==> src/rtl/cross_sched_if.sv <==
// cross_sched_if: requester, response, shared cross-unit and statistics signals of cross_sched.
// slave is the scheduler side, master is the requester/cross-unit side.
interface cross_sched_if #(
  parameter int unsigned TOTAL_PREC = 27,
  parameter int unsigned NUM_REQ    = 2
);
  logic        [NUM_REQ-1:0]                        req_valid;
  logic        [NUM_REQ-1:0]                        req_ready;
  logic signed [NUM_REQ-1:0][2:0][TOTAL_PREC-1:0]   req_a;
  logic signed [NUM_REQ-1:0][2:0][TOTAL_PREC-1:0]   req_b;
  logic signed              [2:0][TOTAL_PREC-1:0]   cross_a;
  logic signed              [2:0][TOTAL_PREC-1:0]   cross_b;
  logic signed              [2:0][TOTAL_PREC-1:0]   cross_res;
  logic        [NUM_REQ-1:0]                        resp_valid;
  logic        [NUM_REQ-1:0]                        resp_ready;
  logic signed [NUM_REQ-1:0][2:0][TOTAL_PREC-1:0]   resp_res;
  logic        [15:0]                               stat_stall_cnt;

  modport slave (
    input  req_valid, req_a, req_b, cross_res, resp_ready,
    output req_ready, cross_a, cross_b, resp_valid, resp_res, stat_stall_cnt
  );

  modport master (
    output req_valid, req_a, req_b, cross_res, resp_ready,
    input  req_ready, cross_a, cross_b, resp_valid, resp_res, stat_stall_cnt
  );
endinterface

==> src/rtl/cross_sched.sv <==
// cross_sched: round-robin scheduler sharing one fixed-latency cross-product unit among requesters,
// with credit-protected per-requester result FIFOs. Define CROSS_SCHED_STATS_EN for the stall counter.
module cross_sched #(
  parameter int unsigned TOTAL_PREC = 27,
  parameter int unsigned NUM_REQ    = 2,
  parameter int unsigned LATENCY    = 3,
  parameter int unsigned FIFO_DEPTH = 4
) (
  input  logic         clk,
  input  logic         rst,
  cross_sched_if.slave bus
);
  localparam int unsigned IDW = (NUM_REQ > 1) ? $clog2(NUM_REQ) : 1;
  localparam int unsigned AW  = $clog2(FIFO_DEPTH);
  localparam int unsigned CW  = $clog2(FIFO_DEPTH + LATENCY + 2) + 1;

  typedef logic [2:0][TOTAL_PREC-1:0] vec_t;
  typedef logic [IDW-1:0]             id_t;

  id_t                r_ptr;
  vec_t               r_cross_a;
  vec_t               r_cross_b;
  logic               r_iss_vld;
  id_t                r_iss_id;
  logic               r_pipe_vld [LATENCY];
  id_t                r_pipe_id  [LATENCY];
  vec_t               r_mem      [NUM_REQ][FIFO_DEPTH];
  logic [AW-1:0]      r_wr       [NUM_REQ];
  logic [AW-1:0]      r_rd       [NUM_REQ];
  logic [AW:0]        r_cnt      [NUM_REQ];

  logic [CW-1:0]      w_infl     [NUM_REQ];
  logic [NUM_REQ-1:0] w_credit;
  logic [NUM_REQ-1:0] w_elig;
  logic [NUM_REQ-1:0] w_ready;
  logic [NUM_REQ-1:0] w_push;
  logic [NUM_REQ-1:0] w_pop;
  logic [NUM_REQ-1:0] w_nempty;
  id_t                w_sel;
  id_t                w_idx;
  logic               w_found;
  logic               w_xfer;

  // Credit: buffered results plus ops still travelling through the issue register and pipe.
  always_comb begin
    w_infl   = '{default: '0};
    w_credit = '0;
    for (int unsigned i = 0; i < NUM_REQ; i++) begin
      w_infl[i] = CW'(r_iss_vld && (r_iss_id == IDW'(i)));
      for (int unsigned k = 0; k < LATENCY; k++) begin
        w_infl[i] = w_infl[i] + CW'(r_pipe_vld[k] && (r_pipe_id[k] == IDW'(i)));
      end
      w_credit[i] = (CW'(r_cnt[i]) + w_infl[i]) < CW'(FIFO_DEPTH);
    end
  end

  assign w_elig = bus.req_valid & w_credit;

  // Round-robin search starting one past the last granted requester.
  always_comb begin
    w_ready = '0;
    w_sel   = '0;
    w_idx   = '0;
    w_found = 1'b0;
    for (int unsigned k = 1; k <= NUM_REQ; k++) begin
      w_idx = IDW'((32'(r_ptr) + k) % NUM_REQ);
      if (!w_found && w_elig[w_idx]) begin
        w_found = 1'b1;
        w_sel   = w_idx;
      end
    end
    if (w_found && !rst) begin
      w_ready[w_sel] = 1'b1;
    end
  end

  assign w_xfer = w_found & ~rst;

  always_ff @(posedge clk or posedge rst) begin
    if (rst) begin
      r_ptr     <= IDW'(NUM_REQ - 1);
      r_cross_a <= '0;
      r_cross_b <= '0;
      r_iss_vld <= 1'b0;
      r_iss_id  <= '0;
      for (int unsigned k = 0; k < LATENCY; k++) begin
        r_pipe_vld[k] <= 1'b0;
        r_pipe_id[k]  <= '0;
      end
    end else begin
      if (w_xfer) begin
        r_ptr     <= w_sel;
        r_cross_a <= bus.req_a[w_sel];
        r_cross_b <= bus.req_b[w_sel];
      end
      r_iss_vld     <= w_xfer;
      r_iss_id      <= w_sel;
      r_pipe_vld[0] <= r_iss_vld;
      r_pipe_id[0]  <= r_iss_id;
      for (int unsigned k = 1; k < LATENCY; k++) begin
        r_pipe_vld[k] <= r_pipe_vld[k-1];
        r_pipe_id[k]  <= r_pipe_id[k-1];
      end
    end
  end

  // The last pipe stage lines up with cross_res for the op it tags.
  always_comb begin
    w_push   = '0;
    w_nempty = '0;
    for (int unsigned i = 0; i < NUM_REQ; i++) begin
      w_push[i]   = r_pipe_vld[LATENCY-1] && (r_pipe_id[LATENCY-1] == IDW'(i));
      w_nempty[i] = (r_cnt[i] != '0);
    end
  end

  assign w_pop = w_nempty & bus.resp_ready;

  always_ff @(posedge clk or posedge rst) begin
    if (rst) begin
      for (int unsigned i = 0; i < NUM_REQ; i++) begin
        r_wr[i]  <= '0;
        r_rd[i]  <= '0;
        r_cnt[i] <= '0;
      end
    end else begin
      for (int unsigned i = 0; i < NUM_REQ; i++) begin
        if (w_push[i]) r_wr[i] <= r_wr[i] + AW'(1);
        if (w_pop[i])  r_rd[i] <= r_rd[i] + AW'(1);
        case ({w_push[i], w_pop[i]})
          2'b10:   r_cnt[i] <= r_cnt[i] + (AW+1)'(1);
          2'b01:   r_cnt[i] <= r_cnt[i] - (AW+1)'(1);
          default: r_cnt[i] <= r_cnt[i];
        endcase
      end
    end
  end

  // Storage needs no reset: the head is masked while the FIFO is empty.
  always_ff @(posedge clk) begin
    for (int unsigned i = 0; i < NUM_REQ; i++) begin
      if (w_push[i]) r_mem[i][r_wr[i]] <= bus.cross_res;
    end
  end

  always_comb begin
    bus.resp_res = '0;
    for (int unsigned i = 0; i < NUM_REQ; i++) begin
      bus.resp_res[i] = w_nempty[i] ? r_mem[i][r_rd[i]] : '0;
    end
  end

  assign bus.req_ready  = w_ready;
  assign bus.resp_valid = w_nempty;
  assign bus.cross_a    = r_cross_a;
  assign bus.cross_b    = r_cross_b;

`ifdef CROSS_SCHED_STATS_EN
  logic [15:0] r_stall_cnt;

  // A stall is any cycle with a pending request and no transfer.
  always_ff @(posedge clk or posedge rst) begin
    if (rst) begin
      r_stall_cnt <= '0;
    end else if ((|bus.req_valid) && !w_xfer && (r_stall_cnt != 16'hFFFF)) begin
      r_stall_cnt <= r_stall_cnt + 16'd1;
    end
  end

  assign bus.stat_stall_cnt = r_stall_cnt;
`else
  assign bus.stat_stall_cnt = 16'd0;
`endif
endmodule

==> src/flat_wrapper.sv <==
// flat-port wrapper written by rule: the top's interface ports become plain ports
module cross_sched_flat 
#(
  parameter int unsigned TOTAL_PREC = 27,
  parameter int unsigned NUM_REQ    = 2,
  parameter int unsigned LATENCY    = 3,
  parameter int unsigned FIFO_DEPTH = 4
)
  (clk, rst, bus_req_valid, bus_req_a, bus_req_b, bus_cross_res, bus_resp_ready, bus_req_ready, bus_cross_a, bus_cross_b, bus_resp_valid, bus_resp_res, bus_stat_stall_cnt);
  cross_sched_if #(.TOTAL_PREC(TOTAL_PREC), .NUM_REQ(NUM_REQ)) bus_i ();
  input  logic clk;
  input  logic rst;
  input wire logic [$bits(bus_i.req_valid)-1:0] bus_req_valid;
  input wire logic [$bits(bus_i.req_a)-1:0] bus_req_a;
  input wire logic [$bits(bus_i.req_b)-1:0] bus_req_b;
  input wire logic [$bits(bus_i.cross_res)-1:0] bus_cross_res;
  input wire logic [$bits(bus_i.resp_ready)-1:0] bus_resp_ready;
  output wire logic [$bits(bus_i.req_ready)-1:0] bus_req_ready;
  output wire logic [$bits(bus_i.cross_a)-1:0] bus_cross_a;
  output wire logic [$bits(bus_i.cross_b)-1:0] bus_cross_b;
  output wire logic [$bits(bus_i.resp_valid)-1:0] bus_resp_valid;
  output wire logic [$bits(bus_i.resp_res)-1:0] bus_resp_res;
  output wire logic [$bits(bus_i.stat_stall_cnt)-1:0] bus_stat_stall_cnt;
  assign bus_i.req_valid = bus_req_valid;
  assign bus_i.req_a = bus_req_a;
  assign bus_i.req_b = bus_req_b;
  assign bus_i.cross_res = bus_cross_res;
  assign bus_i.resp_ready = bus_resp_ready;
  assign bus_req_ready = bus_i.req_ready;
  assign bus_cross_a = bus_i.cross_a;
  assign bus_cross_b = bus_i.cross_b;
  assign bus_resp_valid = bus_i.resp_valid;
  assign bus_resp_res = bus_i.resp_res;
  assign bus_stat_stall_cnt = bus_i.stat_stall_cnt;
  cross_sched #(.TOTAL_PREC(TOTAL_PREC), .NUM_REQ(NUM_REQ), .LATENCY(LATENCY), .FIFO_DEPTH(FIFO_DEPTH)) u_core (.clk(clk), .rst(rst), .bus(bus_i));
endmodule
==> config.mk <==
export PLATFORM = sky130hd
export DESIGN_NAME = cross_sched_flat
export DESIGN_NICKNAME = d
export VERILOG_FILES = /design/src/rtl/cross_sched_if.sv /design/src/rtl/cross_sched.sv /design/src/flat_wrapper.sv
export SDC_FILE = /design/constraint.sdc
export NUM_CORES = 1
export LEC_CHECK = 0
export CAP_MARGIN = 20
export CORE_AREA = 10 10 283 285
export CTS_CLUSTER_SIZE = 12
export DETAILED_ROUTE_END_ITERATION = 10
export DIE_AREA = 0 0 293 295
export PLACE_DENSITY_LB_ADDON = 0.08
export SLEW_MARGIN = 10
export SYNTH_ARGS = -nofsm -noshare
export SYNTH_HDL_FRONTEND = slang
export SYNTH_SLANG_ARGS = --single-unit
==> constraint.sdc <==
create_clock -name clk -period 9.07 [get_ports clk]
set_input_delay 1.814 -clock clk [delete_from_list [all_inputs] [get_ports clk]]
set_output_delay 1.814 -clock clk [all_outputs]
set_load 0.03 [all_outputs]
==> reports/results.tsv <==
stage	metric	value	unit
status	status	finished, final reports clean	
critical_path	cp.arrival	4.51	ns
critical_path	startpoint_type	input pin	
global_route	antenna_found_initial	38	
critical_path	crit_type	input pin to output port	
timing	fmax	0.158	GHz
routing	drt_iter0_markers	1840	
critical_path	r2r_start	u_core.r_iss_vld	
timing	whs	0.389	ns
cts	htreeDepth	3	
timing	finalCritPeriodShare	69.7	%
final_layout	design_area	44300	um2
yosys	synthFlopType	edfxtp_1	
placement	portBuffers	738	
cts	cts_hold_buf	0	
floorplan	fp-row-count	100	
critical_path	cp_max_fo	68	
cts	cts_tree	built	
yosys	synth_cell_types	35	
timing	fin_setup_tns	0	ns
critical_path	cp-end-kind	output port	
placement	dpl_cell_area	41500	um2
floorplan	num_io_pins	755	
critical_path	r2r_slack	4.41	ns
critical_path	critPathRequiredTime	7.26	ns
critical_path	r2r_end	u_core.bus.cross_a[34]	
critical_path	critPathLaunch	bus_req_valid[0]	
yosys	async_flop_share	22.2	%
global_route	grt_max_degree	122	
final_layout	area_growth	32.8	%
yosys	synth_edf_count	648	
routing	dr_total_vias	20500	
timing	rsz0062_at_grt	no	
yosys	ys_ff_latch	833	
hold_path	worstHoldPathType	flip-flop to flip-flop	
pwr	p_per_area	352	nW/um2
cts	ctsRootBufferMaster	clkbuf_16	
global_route	grt_use_total	25.4	%
placement	place_congestion	0.887	
flow_run	drv_cap	0	
yosys	synth_seq_area_share	72.1	%
yosys	yosys.area.top_type	edfxtp_1	
timing	finalMaxSlewViolations	0	
pwr	p_leak	15.1	nW
timing	hold_violations	0	
routing	route.detailed.drc	0	
yosys	synth_top_area_share	58.3	%
yosys	syn_inst	1736	
hold_path	min_path_cells	0	
critical_path	endpoint	bus_req_ready[0]	
floorplan	die_h	295	um
yosys	syn_area_per_cell	19.2	um2
final_layout	instances_no_fill	3501	
cts	cts_sinks	833	
global_route	grt_pass1_wl	160	mm
yosys	ys_warn_count	0	
global_route	grt_overflow	0	
cts	cts.path.max_buffers	3	
cts	cts_resized	0	
routing	wl	113	mm
routing	drt_pre_antenna_iters	5	
pwr	power.total	15.6	mW
timing	period_minus_slack	6.33	ns
routing	ant_nets	0	
yosys	synth_most_common_cell	edfxtp_1	
timing	finClkSkew	0.0314	ns
floorplan	core-area	74200	um2
routing	wl_per_cell	32.3	um
floorplan	initial_core_util	45.0	%
final_layout	nets	2881	
yosys	ys_top_cells_by_count	edfxtp_1, dfrtp_1, and2_1	
cts	clk_latency	0.65	ns
timing	worst_pin_slew	1.11	ns
floorplan	die_w	293	um
floorplan	die-area	86400	um2
yosys	netlist_area	33400	um2
routing	via_per_inst	5.86	
pwr	irDropWorstVdd	0.000277	V
cts	numCtsBuffers	90	
placement	dpl.hpwl	76.0	mm
critical_path	reg2regPathDepth	12	
timing	slew_headroom	26.2	%
yosys	synth_area_leaders	edfxtp_1, dfrtp_1, mux4_2	
global_route	grt_pass1_vias	21000	
cts	postCtsSetupBuffers	0	
final_layout	drive_above_1_share	13.1	%
cts	cts.clk_slew.worst_paths	0.05	ns
timing	setup_viol	0	
placement	dp_cells	3324	
critical path, cell delays in order:
cell and delay, ns:
clkdlybuf4s50_1 0.50, nor4b_1 0.51, nand2_4 0.60, nor3_1 0.34, clkdlybuf4s50_1 0.72
stage by stage:
| stage | worst slack [ns] | utilization (%) |
|---|---|---|
| floorplan | 1.83 | - |
| global placement | 2.72 | 55.9 |
| detailed placement | 2.78 | 56.0 |
| CTS | 2.78 | 59.7 |
| global route | 2.63 | 59.8 |
| finish | 2.74 | 59.8 |
power by group:
part           internal, mW  switching, mW
logic                  2.94           4.00
registers              4.76          0.452
clock network          1.95           1.48
total                  9.65           5.94
cell type report:
cell class / count / area, um2
fillers: 5623 / 29900
flip-flops and latches: 833 / 24100
multi-input cells: 740 / 8500
repair buffers: 766 / 7660
clock buffers: 119 / 2440
well taps: 969 / 1210
clock inverters: 35 / 299
inverters: 17 / 71.3
diodes: 22 / 55.1
metal layers:
layer	part of all wire, %	vias to the layer above	global-route usage, %
li1	-	8580	-
met1	38	10900	31.6
met2	51	862	42.3
met3	8.4	151	7.60
met4	2.5	16	8.31
met5	0.096	-	0
placed cells by master (no fill, tap or decap), types with 2 or more instances in the layout:
master / netlist / final
a221o_1: 162 / 162
and2_1: 170 / 166
and2_4: 0 / 4
and3_4: 0 / 4
buf_16: 0 / 3
buf_4: 19 / 25
bufinv_16: 0 / 2
clkbuf_1: 75 / 22
clkbuf_16: 0 / 91
clkbuf_8: 0 / 6
clkdlybuf4s50_1: 0 / 737
clkinv_1: 0 / 16
clkinv_16: 0 / 3
clkinv_2: 0 / 11
conb_1: 1 / 16
dfrtp_1: 184 / 180
dfrtp_4: 0 / 4
diode_2: 0 / 22
edfxtp_1: 648 / 648
fa_1: 4 / 4
ha_1: 18 / 18
inv_1: 17 / 16
inv_6: 0 / 2
mux2i_1: 2 / 2
mux4_2: 162 / 162
nand2_1: 6 / 5
nor2_1: 2 / 2
nor2b_1: 4 / 4
nor4b_1: 163 / 163
or3_2: 0 / 2
xnor2_1: 6 / 6
xor2_1: 6 / 6
worst min path at each step:
stage / start / to / slack (ns)
finish: u_core.r_pipe_vld[2] / u_core.r_pipe_vld[1] / 0.39
global route: u_core.r_pipe_vld[2] / u_core.r_pipe_vld[1] / 0.40
CTS: u_core.r_pipe_vld[2] / u_core.r_pipe_vld[1] / 0.39
detailed placement: u_core.r_pipe_vld[2] / u_core.r_pipe_vld[1] / 0.37
global placement: u_core.r_iss_vld / u_core.r_pipe_vld[2] / 0.37
floorplan: u_core.r_iss_vld / u_core.r_pipe_vld[2] / 0.36
logic make-up after synthesis:
logic type	after synthesis	share of synthesized area, %
DFF	833	72.1
and+or+nand+nor	360	7.94
buffers and inverters	178	2.76
AOI/OAI and AO/OA	165	4.92
muxes	165	11.0
adders and majority gates	22	0.914
xor gates and xnor gates	12	0.315
other	1	0.0112
state kept, by name, indices dropped and copies added, names as in the netlist, 3 cells and up:
signal and flops:
u_core.bus.cross_b 81, u_core.r_wr 4, u_core.r_pipe_id 3, u_core.bus.cross_a 81, u_core.r_rd 4, u_core.r_mem 648, u_core.r_pipe_vld 3, u_core.r_cnt 6
No activity file was read; power rests on OpenSTA's default activity.
